$ cat src/rtl/cnn_pkg.sv
// Shared types and sizing helpers for the CNN front-end window generator.
package cnn_pkg;

   typedef enum logic [1:0] {IDLE, RUN, DRAIN} swg_state_t;

   function automatic int unsigned win_idx(input int unsigned i, input int unsigned j,
                                           input int unsigned k);
      return i * k + j;
   endfunction

   function automatic int unsigned padded_dim(input int unsigned dim, input int unsigned pad);
      return dim + 2 * pad;
   endfunction

   function automatic int unsigned win_count(input int unsigned img_w, input int unsigned img_h,
                                             input int unsigned k, input int unsigned pad);
      return (padded_dim(img_h, pad) - k + 1) * (padded_dim(img_w, pad) - k + 1);
   endfunction

endpackage

$ cat src/rtl/ff_line_buffer.sv
// Register-based shift line; tap returns the sample shifted in DEPTH enables earlier.
module ff_line_buffer #(
   parameter int unsigned DATA_W = 16,
   parameter int unsigned DEPTH  = 30
) (
   input  logic              clk,
   input  logic              shift_en,
   input  logic [DATA_W-1:0] din,
   output logic [DATA_W-1:0] tap
);

   logic [DATA_W-1:0] line [DEPTH];

   always_ff @(posedge clk) begin
      if (shift_en) begin
         line[0] <= din;
         for (int unsigned i = 1; i < DEPTH; i++) begin
            line[i] <= line[i-1];
         end
      end
   end

   assign tap = line[DEPTH-1];

endmodule

$ cat src/rtl/stream_window_gen.sv
// Streaming KxK window generator with internal zero padding over a raster pixel stream.
module stream_window_gen
   import cnn_pkg::*;
#(
   parameter int unsigned IN_W   = 8,
   parameter int unsigned DATA_W = 16,
   parameter int unsigned IMG_W  = 28,
   parameter int unsigned IMG_H  = 28,
   parameter int unsigned K      = 3,
   parameter int unsigned PAD    = 1
) (
   input  logic                  clk,
   input  logic                  rst,
   input  logic [IN_W-1:0]       pixel_i,
   input  logic                  pixel_i_valid,
   output logic                  pixel_i_ready,
   output logic [K*K*DATA_W-1:0] win_o,
   output logic                  win_o_valid,
   input  logic                  win_o_ready,
   output logic                  win_o_last,
   output logic                  frame_done_o
);

   localparam int unsigned WP   = padded_dim(IMG_W, PAD);
   localparam int unsigned HP   = padded_dim(IMG_H, PAD);
   localparam int unsigned PC_W = $clog2(WP);
   localparam int unsigned PR_W = $clog2(HP);
   localparam logic [PC_W-1:0] PC_LAST = PC_W'(WP - 1);
   localparam logic [PR_W-1:0] PR_LAST = PR_W'(HP - 1);
   localparam logic [PC_W-1:0] PC_WIN  = PC_W'(K - 1);
   localparam logic [PR_W-1:0] PR_WIN  = PR_W'(K - 1);

   swg_state_t        state;
   logic [PC_W-1:0]   pc;
   logic [PR_W-1:0]   pr;
   logic              row_in, col_in_rng, interior, out_free, step, emit_pos, last_pos;
   logic [DATA_W-1:0] sample;
   logic [DATA_W-1:0] lb_tap  [K-1];
   logic [DATA_W-1:0] col_in  [K];
   logic [DATA_W-1:0] win_r   [K][K];
   logic [DATA_W-1:0] win_nx  [K][K];
   logic [K*K*DATA_W-1:0] win_nx_flat;

   if (PAD == 0) begin : g_nopad
      assign row_in     = 1'b1;
      assign col_in_rng = 1'b1;
   end else begin : g_pad
      localparam logic [PC_W-1:0] PC_LO = PC_W'(PAD);
      localparam logic [PC_W-1:0] PC_HI = PC_W'(WP - PAD - 1);
      localparam logic [PR_W-1:0] PR_LO = PR_W'(PAD);
      localparam logic [PR_W-1:0] PR_HI = PR_W'(HP - PAD - 1);
      assign row_in     = (pr >= PR_LO) && (pr <= PR_HI);
      assign col_in_rng = (pc >= PC_LO) && (pc <= PC_HI);
   end

   assign interior      = row_in && col_in_rng;
   assign out_free      = !win_o_valid || win_o_ready;
   assign step          = (state == RUN) && out_free && (interior ? pixel_i_valid : 1'b1);
   assign pixel_i_ready = (state == RUN) && interior && out_free;
   assign emit_pos      = (pr >= PR_WIN) && (pc >= PC_WIN);
   assign last_pos      = (pr == PR_LAST) && (pc == PC_LAST);
   assign sample        = interior ? DATA_W'(pixel_i) : '0;

   // Chain: line buffer m delays the stream by m+1 padded rows.
   for (genvar m = 0; m < K-1; m++) begin : g_lb
      logic [DATA_W-1:0] lb_din;
      if (m == 0) begin : g_head
         assign lb_din = sample;
      end else begin : g_link
         assign lb_din = lb_tap[m-1];
      end
      ff_line_buffer #(.DATA_W(DATA_W), .DEPTH(WP)) u_lb (
         .clk      (clk),
         .shift_en (step),
         .din      (lb_din),
         .tap      (lb_tap[m])
      );
   end

   // Bottom window row takes the live sample; rows above take progressively older taps.
   always_comb begin
      col_in[K-1] = sample;
      for (int unsigned m = 0; m < K-1; m++) begin
         col_in[K-2-m] = lb_tap[m];
      end
      for (int unsigned i = 0; i < K; i++) begin
         for (int unsigned j = 0; j < K-1; j++) begin
            win_nx[i][j] = win_r[i][j+1];
         end
         win_nx[i][K-1] = col_in[i];
      end
      win_nx_flat = '0;
      for (int unsigned i = 0; i < K; i++) begin
         for (int unsigned j = 0; j < K; j++) begin
            win_nx_flat[win_idx(i, j, K)*DATA_W +: DATA_W] = win_nx[i][j];
         end
      end
   end

   always_ff @(posedge clk) begin
      if (step) win_r <= win_nx;
   end

   always_ff @(posedge clk) begin
      if (!rst) begin
         state        <= IDLE;
         pc           <= '0;
         pr           <= '0;
         win_o        <= '0;
         win_o_valid  <= 1'b0;
         win_o_last   <= 1'b0;
         frame_done_o <= 1'b0;
      end else begin
         frame_done_o <= 1'b0;
         if (step && emit_pos) begin
            win_o       <= win_nx_flat;
            win_o_valid <= 1'b1;
            win_o_last  <= last_pos;
         end else if (win_o_ready) begin
            win_o_valid <= 1'b0;
         end
         case (state)
            IDLE: begin
               if (pixel_i_valid) begin
                  state <= RUN;
                  pc    <= '0;
                  pr    <= '0;
               end
            end
            RUN: begin
               if (step) begin
                  if (pc == PC_LAST) begin
                     pc <= '0;
                     if (pr == PR_LAST) begin
                        pr    <= '0;
                        state <= DRAIN;
                     end else begin
                        pr <= pr + 1'b1;
                     end
                  end else begin
                     pc <= pc + 1'b1;
                  end
               end
            end
            DRAIN: begin
               if (win_o_valid && win_o_ready && win_o_last) begin
                  frame_done_o <= 1'b1;
                  state        <= IDLE;
               end
            end
            default: state <= IDLE;
         endcase
      end
   end

endmodule

$ cat config.mk
export PLATFORM = sky130hd
export DESIGN_NAME = stream_window_gen
export DESIGN_NICKNAME = d
export VERILOG_FILES = /design/src/rtl/cnn_pkg.sv /design/src/rtl/ff_line_buffer.sv /design/src/rtl/stream_window_gen.sv
export SDC_FILE = /design/constraint.sdc
export NUM_CORES = 1
export LEC_CHECK = 0
export ABC_AREA = 1
export CORE_ASPECT_RATIO = 0.75
export CORE_MARGIN = 2
export CORE_UTILIZATION = 55
export DETAILED_ROUTE_END_ITERATION = 16
export PLACE_DENSITY = 0.76
export SYNTH_ARGS = -nofsm -noshare
export SYNTH_HDL_FRONTEND = slang
export SYNTH_HIERARCHICAL = 1
export SYNTH_SLANG_ARGS = --single-unit
$ cat constraint.sdc
create_clock -name clk -period 27.5 [get_ports clk]
set_input_delay 5.5 -clock clk [delete_from_list [all_inputs] [get_ports clk]]
set_output_delay 5.5 -clock clk [all_outputs]
set_load 0.01 [all_outputs]
; ---- Word level (Yosys, flattened, before mapping)
; Memories as Yosys holds them, arrays and structs flattened.
; Index checks and enable logic that the tools add are counted.
[word_totals]
latch_bits = 0
ff_bits = 255
wordCells = 74
ram_bits = 960
n_memories = 2
in_bits = 12
out_inout_bits = 148
rom_bits = 0
[memory_table]
columns = memory, words, word_bits, rd, rd_ports_with_merged_regs, wr, line_no
row1 = g_lb[0].u_lb.line, 30, 16, 30, 0, 30, ff_line_buffer.sv:12  ; logic [DATA_W-1:0] line [DEPTH];
row2 = g_lb[1].u_lb.line, 30, 16, 30, 0, 30, ff_line_buffer.sv:12
[op_classes]
mux = 21
n_shift = 0
bitwise_logic = 0
reduce_logical = 21
n_mul = 0
order_cmp = 6
add_sub_neg = 2
div = 0
n_eq_ne = 9
[op_table]
columns = op, count
row1 = $mux 5, 6
row2 = $pmux 5 s2, 2
row3 = $logic_and 1x1->1, 12
row4 = $add 5x1->5 const B, 2
row5 = $eq 5x5->1 const B, 2
row6 = $ge 5x1->1 const B, 2
row7 = $ge 5x2->1 const B, 2
row8 = $le 5x5->1 const B, 2
row9 = $mux 2, 5
row10 = $mux 8, 1
row11 = $mux 1, 6
row12 = $ne 2x2->1 const B, 3
row13 = $pmux 2 s3, 1
row14 = $reduce_and 5->1, 1
row15 = $ne 2x1->1 const B, 2
row16 = $reduce_and 4->1, 1
row17 = $reduce_bool 2->1, 2
row18 = $reduce_and 3->1, 1
row19 = $eq 2x1->1 const B, 1
row20 = $eq 2x2->1 const B, 1
row21 = $logic_not 2->1, 1
row22 = $reduce_and 2->1, 1
row23 = $logic_not 1->1, 1
row24 = $logic_or 1x1->1, 1

; ---- Longest topological paths before layout
[logic_depth]
ltp_word = 7
ltp_mapped = 13
mapped_depth_nobuf = 13

; ---- Hierarchy
; The synthesis kept the hierarchy.
[by_module_without_submodules]
columns = module, instances, area_each_um2, cells_per_inst
row1 = ff_line_buffer, 2, 14533.9, 496
row2 = stream_window_gen, 1, 7975.1, 802

; ---- Worst setup path before layout
; No wires, ideal clock.
[synth_path]
kind = input port to flip-flop
from = input win_o_ready
to = register state[1]
cell_stages = 6
path_buffers = 0
required_ps = 27358
t_arrival_ps = 27198
setup_slack_ps = 159
setup_ps = 142
cell_sequence = nor2_1 > nor2_1 > nand2_2 > inv_1 > nand4_1 > a21oi_1
[synth_between]
elab_chain_len = 5
word_cells_on_any_way = 8
cone_classes = eq/ne: 2 / reduce/logical: 6
[synth_rtl]
columns = item, line_no
row1 = "start, declared", stream_window_gen.sv:19  ; input logic win_o_ready,
row2 = $logic_or 1x1->1, stream_window_gen.sv:57  ; assign out_free = !win_o_valid || win_o_ready;
row3 = $logic_and 1x1->1 (2 in series), stream_window_gen.sv:58  ; assign step = (state == RUN) && out_free && (interior ? pixel_i_valid : 1'b1);
row4 = net step, stream_window_gen.sv:36  ; logic row_in, col_in_rng, interior, out_free, step, emit_pos, last_pos;
row5 = $ne 2x2->1 (no line), -
row6 = $reduce_and 5->1 (no line), -
row7 = "end signal, assigned", stream_window_gen.sv:106  ; state <= IDLE;
row8 = "end signal, assigned", stream_window_gen.sv:125  ; state <= RUN;
row9 = "end signal, assigned", stream_window_gen.sv:136  ; state <= DRAIN;
row10 = "end, declared", stream_window_gen.sv:33  ; swg_state_t state;
; The timed path passes the listed nets, and every way through them passes these cells.
; A chain may end at the register's enable or synchronous reset.

; ---- Worst setup path after layout
[layout_path]
from = input win_o_ready
to = output pixel_i_ready
[layout_between]
elab_chain_len = 2
[layout_rtl]
columns = item, line_no
row1 = $logic_or 1x1->1, stream_window_gen.sv:57
row2 = $logic_and 1x1->1, stream_window_gen.sv:59  ; assign pixel_i_ready = (state == RUN) && interior && out_free;
row3 = "end, declared", stream_window_gen.sv:16  ; output logic pixel_i_ready,
; No other way between the ends.

==> flow_summary.ini <==
[synth]
synth_cells = 1794
synth.distinct_cells = 25
synth_area_um2 = 37040
yosysSeqAreaShare_pct = 91.60
syn-mean-instance-area_um2 = 20.65
yosys_warnings = 6
synth-seq-cells = 1175

[finish]
final_cell_mix = 1,040 x edfxtp_1, 156 x inv_1, 135 x dfxtp_1
finalNetCount = 1994
drive_gt1_share_pct = 8.103
layout_commonest_cell = edfxtp_1
syn2layout_area_growth_pct = 14.02

[pwr]
intPower_mw = 3.606
p_sw_mw = 1.072
switching_share_pct = 22.92
pwr-share-seq_pct = 64.3
pwr-share-clk_pct = 28.9
p_comb_share_pct = 6.8
p_per_area_nw_per_um2 = 110.8
vdd.ir_drop.worst_mv = 0.09895
p_leak_nw = 13.72

[sta]
finalHoldViolCount = 0
slew_violations = 0
layout_min_cycle_time_ps = 12300
post-route-period-util_pct = 44.73
hold_ws_ps = 410.6
fmax_mhz = 81.29
setup_viol = 0
skew_ps = 27.30
max-slew-margin-rel_pct = 18.40
rsz0062_at_grt = no
worst_slew_pin_slew_ps = 1224
tns_ps = 0

[global_routing]
antenna_found_initial = 2
grt_overflow = 0
track_usage_pct = 14.83
grt_max_degree = 227
grt_pass1_vias = 14920
grt_pass1_wl_um = 80160

[critical_path]
path_cells = clkdlybuf4s50_1, nor2_1, nor3_1, clkdlybuf4s50_1
worstSetupPathType = primary input to primary output
max_stage_delay_ps = 570
cpMostUsedCell = clkdlybuf4s50_1
required_ps = 22000
cpMaxStageDelayCell = clkdlybuf4s50_1
endpoint_kind = primary output
crit_fanout = 3
worstPathArrival_ps = 6800
worstSetupStartpointType = primary input

[cts]
clk_latency_ps = 650
clock_sinks = 1175
post_cts_buffers = 0
htree_num_levels = 3
clk_path_buf_depth = 3
clk_pin_slew_ps = 70
root_buffer = clkbuf_16
ctsHoldBuffers = 0
cts_resized = 0
numCtsBuffers = 99
cts_tree = yes

[placed_design]
hpwlAfterDp_um = 25800
place_congestion = 0.8198
io_buffers = 135

[floorplan]
io-pin-count = 160
initial_core_util_pct = 55.55
dieArea_um2 = 69460
fp.dieH_um = 228.8
coreArea_um2 = 66690
die_w_um = 303.7
std_cell_rows = 82

[route]
dr.first_iter.drc_count = 1321
post_drt_wl_per_cell_um = 17.52
drc = 0
drt-total-wl_um = 51590
drt.antenna.violating_nets = 0
drt-pass1-iter-count = 7
dr_total_vias = 14760
via_per_inst = 5.013

[run]
cap_violations = 0

[outcome]
status = finished clean

[min_path]
timing.hold.worst.class = flip-flop to flip-flop
power by group through the flow:
stage / registers, mW / clock network (mW) / logic, mW
floorplan: 3.47 / 0 / 0.246
global placement: 2.98 / 0 / 0.302
detailed placement: 3.03 / 0 / 0.321
CTS: 3.02 / 1.40 / 0.321
global route: 3.06 / 1.46 / 0.357
finish: 3.01 / 1.35 / 0.318
path summary, 6_finish.rpt:
path              slack, ps  cells past startpoint                         to                     start
hold / removal          410                      0  g_lb[0].u_lb/line[10][25]  g_lb[0].u_lb/line[10][9]
setup reg to reg      22180                     12  g_lb[1].u_lb/line[14][14]                     pc[0]
hold reg to reg         410                      0  g_lb[0].u_lb/line[10][25]  g_lb[0].u_lb/line[10][9]
setup / recovery      15200                      4              pixel_i_ready               win_o_ready
sequential cells by signal, indices dropped and copies added, names as in the netlist:
signal,flops
pc,5
pr,5
frame_done_o,1
win_nx,80
win_o,120
win_o_valid,1
win_o_last,1
state,2
g_lb.u_lb/line,960
per-layer routing:
layer | track usage, % | wire length (µm) | part of all wire, % | up-vias
met5 | 0 | 0 | 0 | -
met4 | 4.913 | 1232 | 2.4 | 0
met3 | 4.089 | 3206 | 6.2 | 120
met2 | 23.68 | 24550 | 48 | 394
met1 | 20.03 | 22600 | 44 | 7306
li1 | - | - | - | 6942
cell usage after synthesis:
library cell,n,area [µm²]
nor4_1,5,31.28
o21ai_1,32,160.2
xor2_1,2,17.52
nor2_2,1,6.260
o21ai_0,91,455.4
nand2_2,5,31.28
a21oi_1,131,655.6
buf_2,4,20.02
conb_1,1,3.750
nand4_1,7,43.79
inv_1,157,589.3
nand3_2,1,10.01
or2_0,1,6.260
buf_4,60,450.4
nor2_1,29,108.9
ha_1,6,75.07
edfxtp_1,1040,31230
clkinv_1,2,7.510
dfxtp_1,135,2703
nand4_4,1,21.27
buf_6,12,135.1
nand2_1,39,146.4
nand3_1,7,35.03
nor3_1,5,25.02
clkbuf_1,20,75.07
worst max-delay path: cells and delay by family:
family	cells	cell delay, ps
buffers and inverters	2	1060
and+or+nand+nor	2	240
area by class of cell:
cell class                 count  area, µm²
sequential                  1175      33930
fill                        4344      24450
clock buffer                 130       2779
multi-input combinational    395       1949
timing repair buffer         146       1456
tap                          882       1104
inverter                     159      604.3
clock inverter                56      407.9
antenna                        2      5.005
metrics by stage:
stage	instance area (µm²)	power [mW]	utilization [%]	cells	worst slack (ps)
after global placement	39050	3.287	58.55	2757	15150
final	42240	4.678	63.34	2945	15200
after global routing	42230	4.879	63.33	2943	15120
after floorplan	37160	3.712	-	1825	159.4
after detailed placement	39050	3.349	58.55	2757	15200
after CTS	42230	4.741	63.33	2943	15190
cells by family after synthesis:
family / synth area share (%)
other cells: 0.01012
compound gates: 3.432
buf+inv: 3.449
fa+ha+maj: 0.2027
xor+xnor: 0.04730
simple gates: 1.256
flops: 91.60
No activity file was read; power rests on OpenSTA's default activity.
